### src/rtl/uart_pkg.sv
// Shared definitions for the UART transmit path: FSM encoding, parity modes
// and a constant clog2 used to size counters and pointers.
package uart_pkg;

  typedef enum logic [2:0] {
    ST_IDLE,
    ST_START,
    ST_DATA,
    ST_PAR,
    ST_STOP
  } uart_state_t;

  localparam int PAR_NONE = 0;
  localparam int PAR_ODD  = 1;
  localparam int PAR_EVEN = 2;

  function automatic int clog2(input int value);
    int r;
    r = 0;
    while ((1 << r) < value) r = r + 1;
    return r;
  endfunction

endpackage

### src/rtl/uart_tx_fifo.sv
// Synchronous word FIFO with occupancy count; head is visible combinationally.
// Pushes while full and pops while empty are ignored, so callers may gate loosely.
module uart_tx_fifo
  import uart_pkg::*;
#(
  parameter int WIDTH = 8,
  parameter int DEPTH = 8
) (
  input  logic                  clk,
  input  logic                  rst,
  input  logic                  push,
  input  logic [WIDTH-1:0]      push_data,
  input  logic                  pop,
  output logic [WIDTH-1:0]      head,
  output logic                  full,
  output logic                  empty,
  output logic [clog2(DEPTH):0] level
);

  localparam int AW = clog2(DEPTH);

  logic [WIDTH-1:0] mem [DEPTH];
  logic [AW-1:0]    wr_ptr;
  logic [AW-1:0]    rd_ptr;
  logic             do_push;
  logic             do_pop;

  assign full    = (level == (AW+1)'(DEPTH));
  assign empty   = (level == '0);
  assign do_push = push && !full;
  assign do_pop  = pop && !empty;
  assign head    = mem[rd_ptr];

  // Pointers wrap naturally because DEPTH is a power of two.
  always_ff @(posedge clk or posedge rst) begin
    if (rst) begin
      wr_ptr <= '0;
      rd_ptr <= '0;
      level  <= '0;
    end else begin
      if (do_push) wr_ptr <= wr_ptr + AW'(1);
      if (do_pop)  rd_ptr <= rd_ptr + AW'(1);
      case ({do_push, do_pop})
        2'b10:   level <= level + (AW+1)'(1);
        2'b01:   level <= level - (AW+1)'(1);
        default: level <= level;
      endcase
    end
  end

  always_ff @(posedge clk) begin
    if (do_push) mem[wr_ptr] <= push_data;
  end

endmodule

### src/rtl/uart_tx_gen.sv
// Buffered UART transmitter: configurable data bits, parity and stop bits,
// first start bit two cycles after a push into an idle, empty buffer.
module uart_tx_gen
  import uart_pkg::*;
#(
  parameter int CLK        = 50_000_000,
  parameter int UART_BPS   = 9600,
  parameter int DATA_BITS  = 8,
  parameter int PARITY     = 0,
  parameter int STOP_BITS  = 1,
  parameter int FIFO_DEPTH = 8
) (
  input  logic                       clk,
  input  logic                       rst,
  input  logic [DATA_BITS-1:0]       s_data,
  input  logic                       s_valid,
  output logic                       s_ready,
  output logic                       tx,
  output logic                       busy,
  output logic                       done,
  output logic [clog2(FIFO_DEPTH):0] level
);

  localparam int BAUD_CNT_MAX = CLK / UART_BPS;
  localparam int CW = clog2(BAUD_CNT_MAX);
  localparam int IW = clog2(DATA_BITS);

  if (DATA_BITS < 5 || DATA_BITS > 9 ||
      (PARITY != PAR_NONE && PARITY != PAR_ODD && PARITY != PAR_EVEN) ||
      (STOP_BITS != 1 && STOP_BITS != 2) ||
      FIFO_DEPTH < 2 || (FIFO_DEPTH & (FIFO_DEPTH - 1)) != 0 ||
      BAUD_CNT_MAX < 4) begin : g_bad_param
    $error("uart_tx_gen: illegal parameter combination");
  end

  uart_state_t          state;
  logic [CW-1:0]        cnt;
  logic [IW-1:0]        bit_idx;
  logic [DATA_BITS-1:0] sh;
  logic                 par_bit;
  logic [DATA_BITS-1:0] head;
  logic                 full;
  logic                 empty;
  logic                 pop;
  logic                 bit_end;
  logic                 pre_end;
  logic                 last_stop;

  assign bit_end   = (cnt == CW'(BAUD_CNT_MAX - 1));
  assign pre_end   = (cnt == CW'(BAUD_CNT_MAX - 2));
  assign last_stop = (bit_idx == IW'(STOP_BITS - 1));
  assign pop       = !empty && ((state == ST_IDLE) ||
                                (state == ST_STOP && bit_end && last_stop));
  assign s_ready   = !full;
  assign busy      = (state != ST_IDLE) || !empty;

  uart_tx_fifo #(
    .WIDTH (DATA_BITS),
    .DEPTH (FIFO_DEPTH)
  ) u_fifo (
    .clk       (clk),
    .rst       (rst),
    .push      (s_valid),
    .push_data (s_data),
    .pop       (pop),
    .head      (head),
    .full      (full),
    .empty     (empty),
    .level     (level)
  );

  // tx is loaded with the value of the bit about to start, so it changes
  // on the same edge as the state and never glitches.
  always_ff @(posedge clk or posedge rst) begin
    if (rst) begin
      state   <= ST_IDLE;
      cnt     <= '0;
      bit_idx <= '0;
      sh      <= '0;
      par_bit <= 1'b0;
      tx      <= 1'b1;
      done    <= 1'b0;
    end else begin
      // Raised one cycle early so the pulse coincides with the final stop cycle.
      done <= (state == ST_STOP) && last_stop && pre_end;

      if (state == ST_IDLE || bit_end) cnt <= '0;
      else                             cnt <= cnt + CW'(1);

      case (state)
        ST_IDLE: begin
          if (!empty) begin
            sh      <= head;
            par_bit <= (PARITY == PAR_EVEN) ? ^head : ~^head;
            state   <= ST_START;
            tx      <= 1'b0;
          end
        end
        ST_START: begin
          if (bit_end) begin
            state   <= ST_DATA;
            bit_idx <= '0;
            tx      <= sh[0];
          end
        end
        ST_DATA: begin
          if (bit_end) begin
            sh <= sh >> 1;
            if (bit_idx == IW'(DATA_BITS - 1)) begin
              bit_idx <= '0;
              if (PARITY != PAR_NONE) begin
                state <= ST_PAR;
                tx    <= par_bit;
              end else begin
                state <= ST_STOP;
                tx    <= 1'b1;
              end
            end else begin
              bit_idx <= bit_idx + IW'(1);
              tx      <= sh[1];
            end
          end
        end
        ST_PAR: begin
          if (bit_end) begin
            state   <= ST_STOP;
            bit_idx <= '0;
            tx      <= 1'b1;
          end
        end
        ST_STOP: begin
          if (bit_end) begin
            if (!last_stop) begin
              bit_idx <= bit_idx + IW'(1);
            end else if (!empty) begin
              sh      <= head;
              par_bit <= (PARITY == PAR_EVEN) ? ^head : ~^head;
              state   <= ST_START;
              tx      <= 1'b0;
            end else begin
              state <= ST_IDLE;
            end
          end
        end
        default: begin
          state <= ST_IDLE;
          tx    <= 1'b1;
        end
      endcase
    end
  end

endmodule

### config.mk
export PLATFORM = sky130hd
export DESIGN_NAME = uart_tx_gen
export DESIGN_NICKNAME = d
export VERILOG_FILES = /design/src/rtl/uart_pkg.sv /design/src/rtl/uart_tx_fifo.sv /design/src/rtl/uart_tx_gen.sv
export SDC_FILE = /design/constraint.sdc
export NUM_CORES = 1
export LEC_CHECK = 0
export CAP_MARGIN = 20
export CORE_MARGIN = 1
export CORE_UTILIZATION = 30
export CTS_CLUSTER_SIZE = 16
export DETAILED_ROUTE_END_ITERATION = 10
export GPL_TIMING_DRIVEN = 0
export SKIP_LAST_GASP = 1
export SYNTH_ARGS = -nofsm -noshare
export SYNTH_HDL_FRONTEND = slang
export SYNTH_SLANG_ARGS = --single-unit
### constraint.sdc
create_clock -name clk -period 6.9 [get_ports clk]
set_clock_uncertainty 0.2 [all_clocks]
set_input_delay 1.035 -clock clk [delete_from_list [all_inputs] [get_ports clk]]
set_output_delay 1.035 -clock clk [all_outputs]
set_load 0.005 [all_outputs]
==> flow_summary.yaml, run 1 <==
routing:
  via_count: 2650
  via_per_inst: 4.94
  remaining_drc_errors: 1
  wl_per_cell_um: 15.6
  postRouteAntennaNets: 0
  routed_wl_um: 8340
  drt_iter0_markers: 89
  dr.pass1.iters: 7
logic_synthesis:
  syn_avg_cell_area_um2: 14.5
  async_flop_share_pct: 37.9
  synthMuxAreaShare_pct: 10.0
  synth.distinct_cells: 55
  synth_seq_cells: 103
  syn_inst: 316
  synthXorXnorAreaFrac_pct: 3.07
  synth_top_family_by_area: "simple AND/OR/NAND/NOR gates"
  synthAdderAreaFrac_pct: 3.17
  synth-compound-area-share_pct: 6.57
  yosys_warnings: 0
  seq_area_frac_synth_pct: 63.4
  synthFlopType: "edfxtp_1"
  synth_edf_count: 64
  mappedNetlistArea_um2: 4570
  syn_nets: 338
  synth-simple-area-share_pct: 11.4
critical_path:
  cp-end-kind: "output port"
  path_class: "reg -> out"
  cp_slowest_stage_delay_ps: 640
  cpMaxStageDelayCell: "nor4_1"
  reg2reg_to: "u_fifo.level[3]"
  cp_data_required_time_ps: 5660
  r2r_slack_ps: 3790
  cp_cell_sequence: "nor4_1 > nand3b_1 > clkdlybuf4s50_1"
  worstRegToRegCells: 9
  cp_data_arrival_time_ps: 2080
  crit_fanout: 6
  critPathLaunchType: "flip-flop"
  rr_startpoint: "u_fifo.level[0]"
min_path:
  hp-class: "reg -> reg"
  min_from: "sh[3]"
  hold_end: "sh[3]"
  worstHoldPathCells: 1
placed_design:
  dp_hpwl_um: 5630
  place_inst: 520
  place_congestion: 0.753
  io_buffers: 18
timing:
  worstMarginPinSlew_ps: 826
  period_needed_ps: 3310
  maxSlewHeadroom_pct: 44.7
  fin_tns_setup_ps: 0
  max_clock_freq_mhz: 302
  setup_viol: 0
  rsz0062_at_grt: "false"
  hold_viol: 0
  drv_slew: 0
  timing.final.crit_share_pct: 48.0
cells_and_area:
  antenna_cells: 0
  fillers: 1367
  area_growth_pct: 15.5
  layout_common_cells: "64 x edfxtp_1, 38 x nor2_1, 38 x dfrtp_1"
  final_util_pct: 35.9
  layout_commonest_cell: "edfxtp_1"
  nNetsFinal: 369
  drive_above_1_share_pct: 15.6
  instances_no_fill: 536
global_routing:
  grt.total_usage_pct: 11.6
  grt_pass1_wl_um: 13800
  antenna_found_initial: 0
  grt-ovfl-total: 0
  grt_max_degree: 40
  grt_pass1_vias: 2692
flow_run:
  drv_cap: 0
clock_tree:
  cts.htree.levels: 3
  root_buffer: "clkbuf_16"
  post-cts-setup-buffer-count: 0
  cts-resized-gates: 0
  numCtsBuffers: 9
  ctsHoldBuffers: 0
  clockBufferDepth: 2
  clk_pin_slew_worst_paths_ps: 70
  insertion_delay_ps: 350
  cts_tree: "done"
  clkSinkCount: 103
floorplan:
  rows: 44
  chipWidth_um: 125
  start_util_pct: 31.1
  num_io_pins: 19
  die_y_um: 125
  die_area_um2: 15700
  fp.coreArea_um2: 14700
power_and_ir_drop:
  finalPower_mw: 1.44
  vdd_drop_max_uv: 231
  p_leak_nw: 1.95
  power_density_nw_per_um2: 273
status:
  violations: "design-rule violations"
  status: "complete, but fails checks"
## power by group
group / switching (mW) / total [mW] / internal (mW)
clock: 0.221 / 0.479 / 0.258
sequential: 0.0391 / 0.776 / 0.737
combinational: 0.0980 / 0.186 / 0.0883
total: 0.358 / 1.44 / 1.08
## per-layer routing
layer / share of wire [%] / vias to the layer above / routed length, um / GRT usage, %
met5: 0 / - / 0 / 0
met4: 1.3 / 0 / 107 / 4.23
met3: 3.5 / 10 / 288 / 3.68
met2: 51 / 35 / 4230 / 20.0
met1: 45 / 1351 / 3720 / 13.6
li1: - / 1254 / - / -
## synth_stat cells (4+ instances only)
master | number | area share (%)
a21oi_1 | 6 | 0.66
a32o_1 | 7 | 1.5
clkbuf_1 | 5 | 0.41
dfrtp_1 | 38 | 21
edfxtp_1 | 64 | 42
ha_1 | 10 | 2.7
inv_1 | 11 | 0.90
mux2i_1 | 6 | 1.3
mux4_2 | 16 | 7.9
nand2_1 | 12 | 0.99
nand2b_1 | 6 | 0.82
nand3_1 | 10 | 1.1
nor2_1 | 38 | 3.1
nor3_1 | 4 | 0.44
o21ai_0 | 8 | 0.88
o22a_1 | 7 | 1.3
xnor2_1 | 8 | 1.5
xor2_1 | 8 | 1.5
## cell families after synthesis
logic type               count (synthesis)
AO/OA/AOI/OAI                           39
XOR/XNOR                                16
adder cells (fa/ha/maj)                 11
buffers and inverters                   24
flip-flops                             103
multiplexers                            25
AND/OR/NAND/NOR                         98
## area by class of cell
type / instances / area, um2 / share of cell area, %
flip-flops and latches: 103 / 2900 / 54.9
inverters: 11 / 41.3 / 0.782
multi-input cells: 189 / 1560 / 29.6
well taps: 184 / 230 / 4.36
clock buffers: 11 / 243 / 4.60
repair buffers: 20 / 195 / 3.70
plain buffers: 13 / 68.8 / 1.30
clock inverters: 5 / 38.8 / 0.735
## flip-flops by register name, summed over array words and instances (netlist names)
| signal | cells |
|---|---|
| bit_idx | 3 |
| cnt | 13 |
| done | 1 |
| sh | 8 |
| state | 3 |
| tx | 1 |
| u_fifo.level | 4 |
| u_fifo.mem | 64 |
| u_fifo.rd_ptr | 3 |
| u_fifo.wr_ptr | 3 |
## worst max path at each step
stage,startpoint,to,slack (ps),depth (start not counted)
CTS,u_fifo.level[0],busy,3560,3
detailed placement,s_valid,u_fifo.mem[0][5],3530,5
floorplan,state[0],u_fifo.level[3],4090,10
global route,u_fifo.level[0],busy,3470,3
global placement,s_valid,u_fifo.mem[0][5],3190,4
finish,u_fifo.level[0],busy,3590,3
## through the flow
stage	hold slack [ps]	area, um2	setup slack, ps
2_1_floorplan	266	4570	4090
3_3_place_gp	274	4980	3190
3_5_place_dp	285	5000	3530
4_1_cts	301	5280	3560
5_1_grt	315	5280	3470
6_report	301	5280	3590
## critical path, delay by kind of cell (launching register included)
family / cells / cell delay, ps
AND/OR/NAND/NOR: 2 / 800
buffers and inverters: 1 / 480
flip-flops: 1 / 450
Note: power is estimated with default switching activity, not from simulation.
==> run 2, diff against run 1 <==
- clock period: 6.9 -> 2.9 ns (I/O delays scaled with it)
==> flow_summary.yaml, run 2 (synthesis gave the netlist of run 1 again) <==
status:
  status: "complete, but fails checks"
  violations: "design-rule violations"
critical_path:
  cp-end-kind: "flip-flop"
  cp_data_arrival_time_ps: 2830
  crit_fanout: 10
  critPathLaunchType: "flip-flop"
  cp_data_required_time_ps: 2970
  path_class: "reg -> reg"
timing:
  drv_slew: 0
  period_needed_ps: 2760
  hold_viol: 0
  timing.final.crit_share_pct: 95.1
  maxSlewHeadroom_pct: 45.0
  setup_viol: 0
  fin_tns_setup_ps: 0
  worstMarginPinSlew_ps: 825
  rsz0062_at_grt: "false"
  worst_slack_ps: 143
  max_clock_freq_mhz: 363
routing:
  wl_per_cell_um: 15.5
  remaining_drc_errors: 1
  drt_iter0_markers: 83
  via_count: 2685
  postRouteAntennaNets: 0
  dr.pass1.iters: 7
  routed_wl_um: 8350
  via_per_inst: 5.00
clock_tree:
  numCtsBuffers: 9
  ctsHoldBuffers: 0
  insertion_delay_ps: 350
  root_buffer: "clkbuf_16"
  cts.htree.levels: 3
  cts_tree: "done"
  clockBufferDepth: 2
  clkSinkCount: 103
  clk_pin_slew_worst_paths_ps: 70
cells_and_area:
  multi_input_comb_area_um2: 1600
  layout_commonest_cell: "edfxtp_1"
  antenna_cells: 0
  seq_area_um2: 2900
  fillers: 1364
  top_regs: "u_fifo.mem x64, cnt x13, sh x8"
  layout_common_cells: "64 x edfxtp_1, 38 x nor2_1, 38 x dfrtp_1"
  largest_register: "u_fifo.mem"
  nNetsFinal: 370
  area_growth_pct: 16.5
  largest_reg_flops: 64
  drive_above_1_share_pct: 17.6
  final_util_pct: 36.2
min_path:
  hp-class: "reg -> reg"
power_and_ir_drop:
  p_switching_uw: 860
  vdd_drop_max_uv: 553
  p_leak_nw: 1.95
  power_density_nw_per_um2: 646
  finalPower_mw: 3.44
  sw_frac_of_total_pct: 25.0
  p_int_mw: 2.58
  p_seq_share_pct: 53.8
  power_frac_comb_pct: 13.0
  clkPwrFrac_pct: 33.2
global_routing:
  antenna_found_initial: 0
  grt_pass1_wl_um: 13800
  grt.total_usage_pct: 11.6
  grt_max_degree: 40
  top_usage_layer: "met2"
  use_met2_pct: 20.3
  grtUsageMet1_pct: 13.6
  grt_pass1_vias: 2686
  grt-ovfl-total: 0
  grtUsageMet3_pct: 3.51
floorplan:
  rows: 44
  die_y_um: 125
  die_area_um2: 15700
  num_io_pins: 19
  fp.coreArea_um2: 14700
  chipWidth_um: 125
  start_util_pct: 31.1
placed_design:
  place_congestion: 0.753
  io_buffers: 18
  dp_hpwl_um: 5630
  place_ws_ps: -178
flow_run:
  drv_cap: 0
-- run 2: cell count changes in the layout (fill, tap and decap cells not counted), sizes merged --
cell,previous run,this run
buf,9,10
-- run 2: repair_timing --
item                                    in CTS  in global routing
endpoints found under the setup margin       1                  1
resized for setup                            4                  4
buffers inserted                             1                  0
pin swaps                                    1                  3
-- run 2: power by group through the flow --
stage                     clock network (mW)  logic (mW)  registers, mW
final                                   1.14       0.449           1.85
after global routing                    1.23       0.504           1.87
after CTS                               1.18       0.458           1.85
after detailed placement                   0       0.453           1.88
after global placement                     0       0.428           1.86
after floorplan                            0       0.266           1.85
-- run 2: worst max-delay path: stages, from the launching register on --
cell,delay [ps]
dfrtp_1,350
buf_2,160
or3b_4,440
o2111ai_4,240
a21oi_4,100
ha_2,210
ha_1,270
a21o_1,190
a21oi_2,140
mux2i_1,230
xnor2_1,140
-- run 2: layout make-up --
class / instances / area share [%]
inverter: 11 / 0.775
clock buffer: 11 / 4.56
clock inverter: 5 / 0.728
tap: 184 / 4.32
sequential: 103 / 54.4
multi-input combinational: 189 / 30.1
timing repair buffer: 21 / 3.81
buffer: 13 / 1.29
-- run 2: stage by stage --
step	hold slack, ps	area, um2	cells
after detailed placement	285	5000	520
final	301	5330	537
after CTS	301	5310	537
after global routing	315	5330	537
after global placement	274	4980	518
after floorplan	266	4570	316
-- run 2: worst paths after layout --
kind	startpoint	endpoint	slack, ps	cells after the start
setup / recovery	state[1]	u_fifo.level[3]	140	10
min in group asynchronous	rst	cnt[8]	370	2
hold reg to reg	sh[3]	sh[3]	300	1
setup reg to reg	state[1]	u_fifo.level[3]	140	10
hold / removal	sh[3]	sh[3]	300	1
max in group asynchronous	rst	sh[6]	1610	2
-- run 2: routing by layer --
layer | vias to the layer above | part of all wire (%)
li1 | 1257 | -
met1 | 1380 | 44
met2 | 37 | 51
met3 | 11 | 3.4
met4 | 0 | 1.3
met5 | - | 0
==> run 3, diff against run 2 <==
- MAX_ROUTING_LAYER: default -> met4
==> flow_summary.yaml, run 3 (synthesis gave the netlist of run 1 again) <==
clock_tree:
  numCtsBuffers: 9
  cts.htree.levels: 3
  clockBufferDepth: 2
  clk_pin_slew_worst_paths_ps: 70
  insertion_delay_ps: 350
  cts_tree: "done"
  clkSinkCount: 103
  root_buffer: "clkbuf_16"
floorplan:
  fp.coreArea_um2: 14700
  rows: 44
  start_util_pct: 31.1
  chipWidth_um: 125
  die_area_um2: 15700
  die_y_um: 125
  num_io_pins: 19
global_routing:
  grt-ovfl-total: 0
  grt_pass1_vias: 2691
  grt.total_usage_pct: 12.0
  antenna_found_initial: 0
  grt_max_degree: 40
  grt_pass1_wl_um: 13800
status:
  violations: "design-rule violations"
  status: "complete, but fails checks"
routing:
  postRouteAntennaNets: 0
  remaining_drc_errors: 1
  dr.pass1.iters: 7
  routed_wl_um: 8350
  via_count: 2682
  wl_per_cell_um: 15.6
  drt_iter0_markers: 99
  via_per_inst: 4.99
cells_and_area:
  drive_above_1_share_pct: 17.6
  top_regs: "u_fifo.mem x64, cnt x13, sh x8"
  area_growth_pct: 16.5
  nNetsFinal: 370
  largest_register: "u_fifo.mem"
  antenna_cells: 0
  final_util_pct: 36.2
  layout_commonest_cell: "edfxtp_1"
  layout_common_cells: "64 x edfxtp_1, 38 x nor2_1, 38 x dfrtp_1"
  largest_reg_flops: 64
  fin_area_um2: 5330
power_and_ir_drop:
  vdd_drop_max_uv: 556
  power_density_nw_per_um2: 646
  p_leak_nw: 1.95
flow_run:
  drv_cap: 0
critical_path:
  cp-end-kind: "flip-flop"
  cp_data_arrival_time_ps: 2830
  rr_startpoint: "state[1]"
  cp_data_required_time_ps: 2970
  path_class: "reg -> reg"
  worstSetupStartpoint: "state[1]"
  endpoint: "u_fifo.level[3]"
  critPathLaunchType: "flip-flop"
  reg2reg_to: "u_fifo.level[3]"
  crit_fanout: 10
  r2r_slack_ps: 140
  worstRegToRegCells: 10
timing:
  hold_viol: 0
  maxSlewHeadroom_pct: 43.5
  timing.final.crit_share_pct: 95.0
  drv_slew: 0
  period_needed_ps: 2760
  whs_ps: 301
  setup_viol: 0
  max_clock_freq_mhz: 363
  worstMarginPinSlew_ps: 844
  rsz0062_at_grt: "false"
min_path:
  hp-class: "reg -> reg"
placed_design:
  dp_hpwl_um: 5630
  io_buffers: 18
  dpl_cell_area_um2: 5000
  place_congestion: 0.763
==> run 3: cell counts in the layout (fill, tap and decap cells not counted) <==
No cell type changed its count.
==> run 3: worst min path at each step <==
stage,from,to,slack [ps],depth (start not counted)
5_1_grt,sh[6],sh[6],310,1
3_3_place_gp,sh[5],sh[5],270,1
6_report,sh[3],sh[3],300,1
4_1_cts,sh[4],sh[4],300,1
2_1_floorplan,sh[2],sh[2],270,1
3_5_place_dp,sh[4],sh[4],290,1
==> run 3: power by group <==
part | switching, mW | internal, mW
Combinational | 0.234 | 0.214
Clock | 0.528 | 0.614
Sequential | 0.0978 | 1.75
Total | 0.860 | 2.58
==> run 3: layout make-up <==
type | count | area, um2
fill | 1364 | 9370
sequential | 103 | 2900
multi-input combinational | 189 | 1600
clock buffer | 11 | 243
tap | 184 | 230
timing repair buffer | 21 | 203
buffer | 13 | 68.8
inverter | 11 | 41.3
clock inverter | 5 | 38.8
==> run 3: worst max-delay path, stage by stage (launching register included) <==
cell	delay, ps
dfrtp_1	350
buf_2	160
or3b_4	440
o2111ai_4	240
a21oi_4	100
ha_2	210
ha_1	270
a21o_1	190
a21oi_2	140
mux2i_1	230
xnor2_1	140
==> run 3: routing by layer <==
metal	part of all wire [%]	up-vias	routed length [um]	track usage [%]
met3	3.5	10	294	3.47
met1	44	1378	3680	13.6
li1	-	1255	-	-
met2	51	39	4270	20.2
met5	0	-	0	-
met4	1.3	0	106	3.87
==> run 3: stage by stage <==
stage | std cells | setup TNS, ps | total power [mW] | setup slack [ps]
2_1_floorplan | 316 | 0 | 2.12 | 92.3
3_3_place_gp | 518 | -1830 | 2.29 | -210
3_5_place_dp | 520 | -178 | 2.33 | -178
4_1_cts | 537 | 0 | 3.49 | 22.9
5_1_grt | 537 | 0 | 3.60 | 6.68
6_report | 537 | 0 | 3.44 | 145
==> run 3: repair_timing <==
| item | 4_1_cts | 5_1_grt |
|---|---|---|
| setup buffers | 1 | 0 |
| hold buffers | 0 | 0 |
| endpoints found under the setup margin | 1 | 1 |
| gates resized for setup | 4 | 4 |
| pin swaps | 1 | 3 |
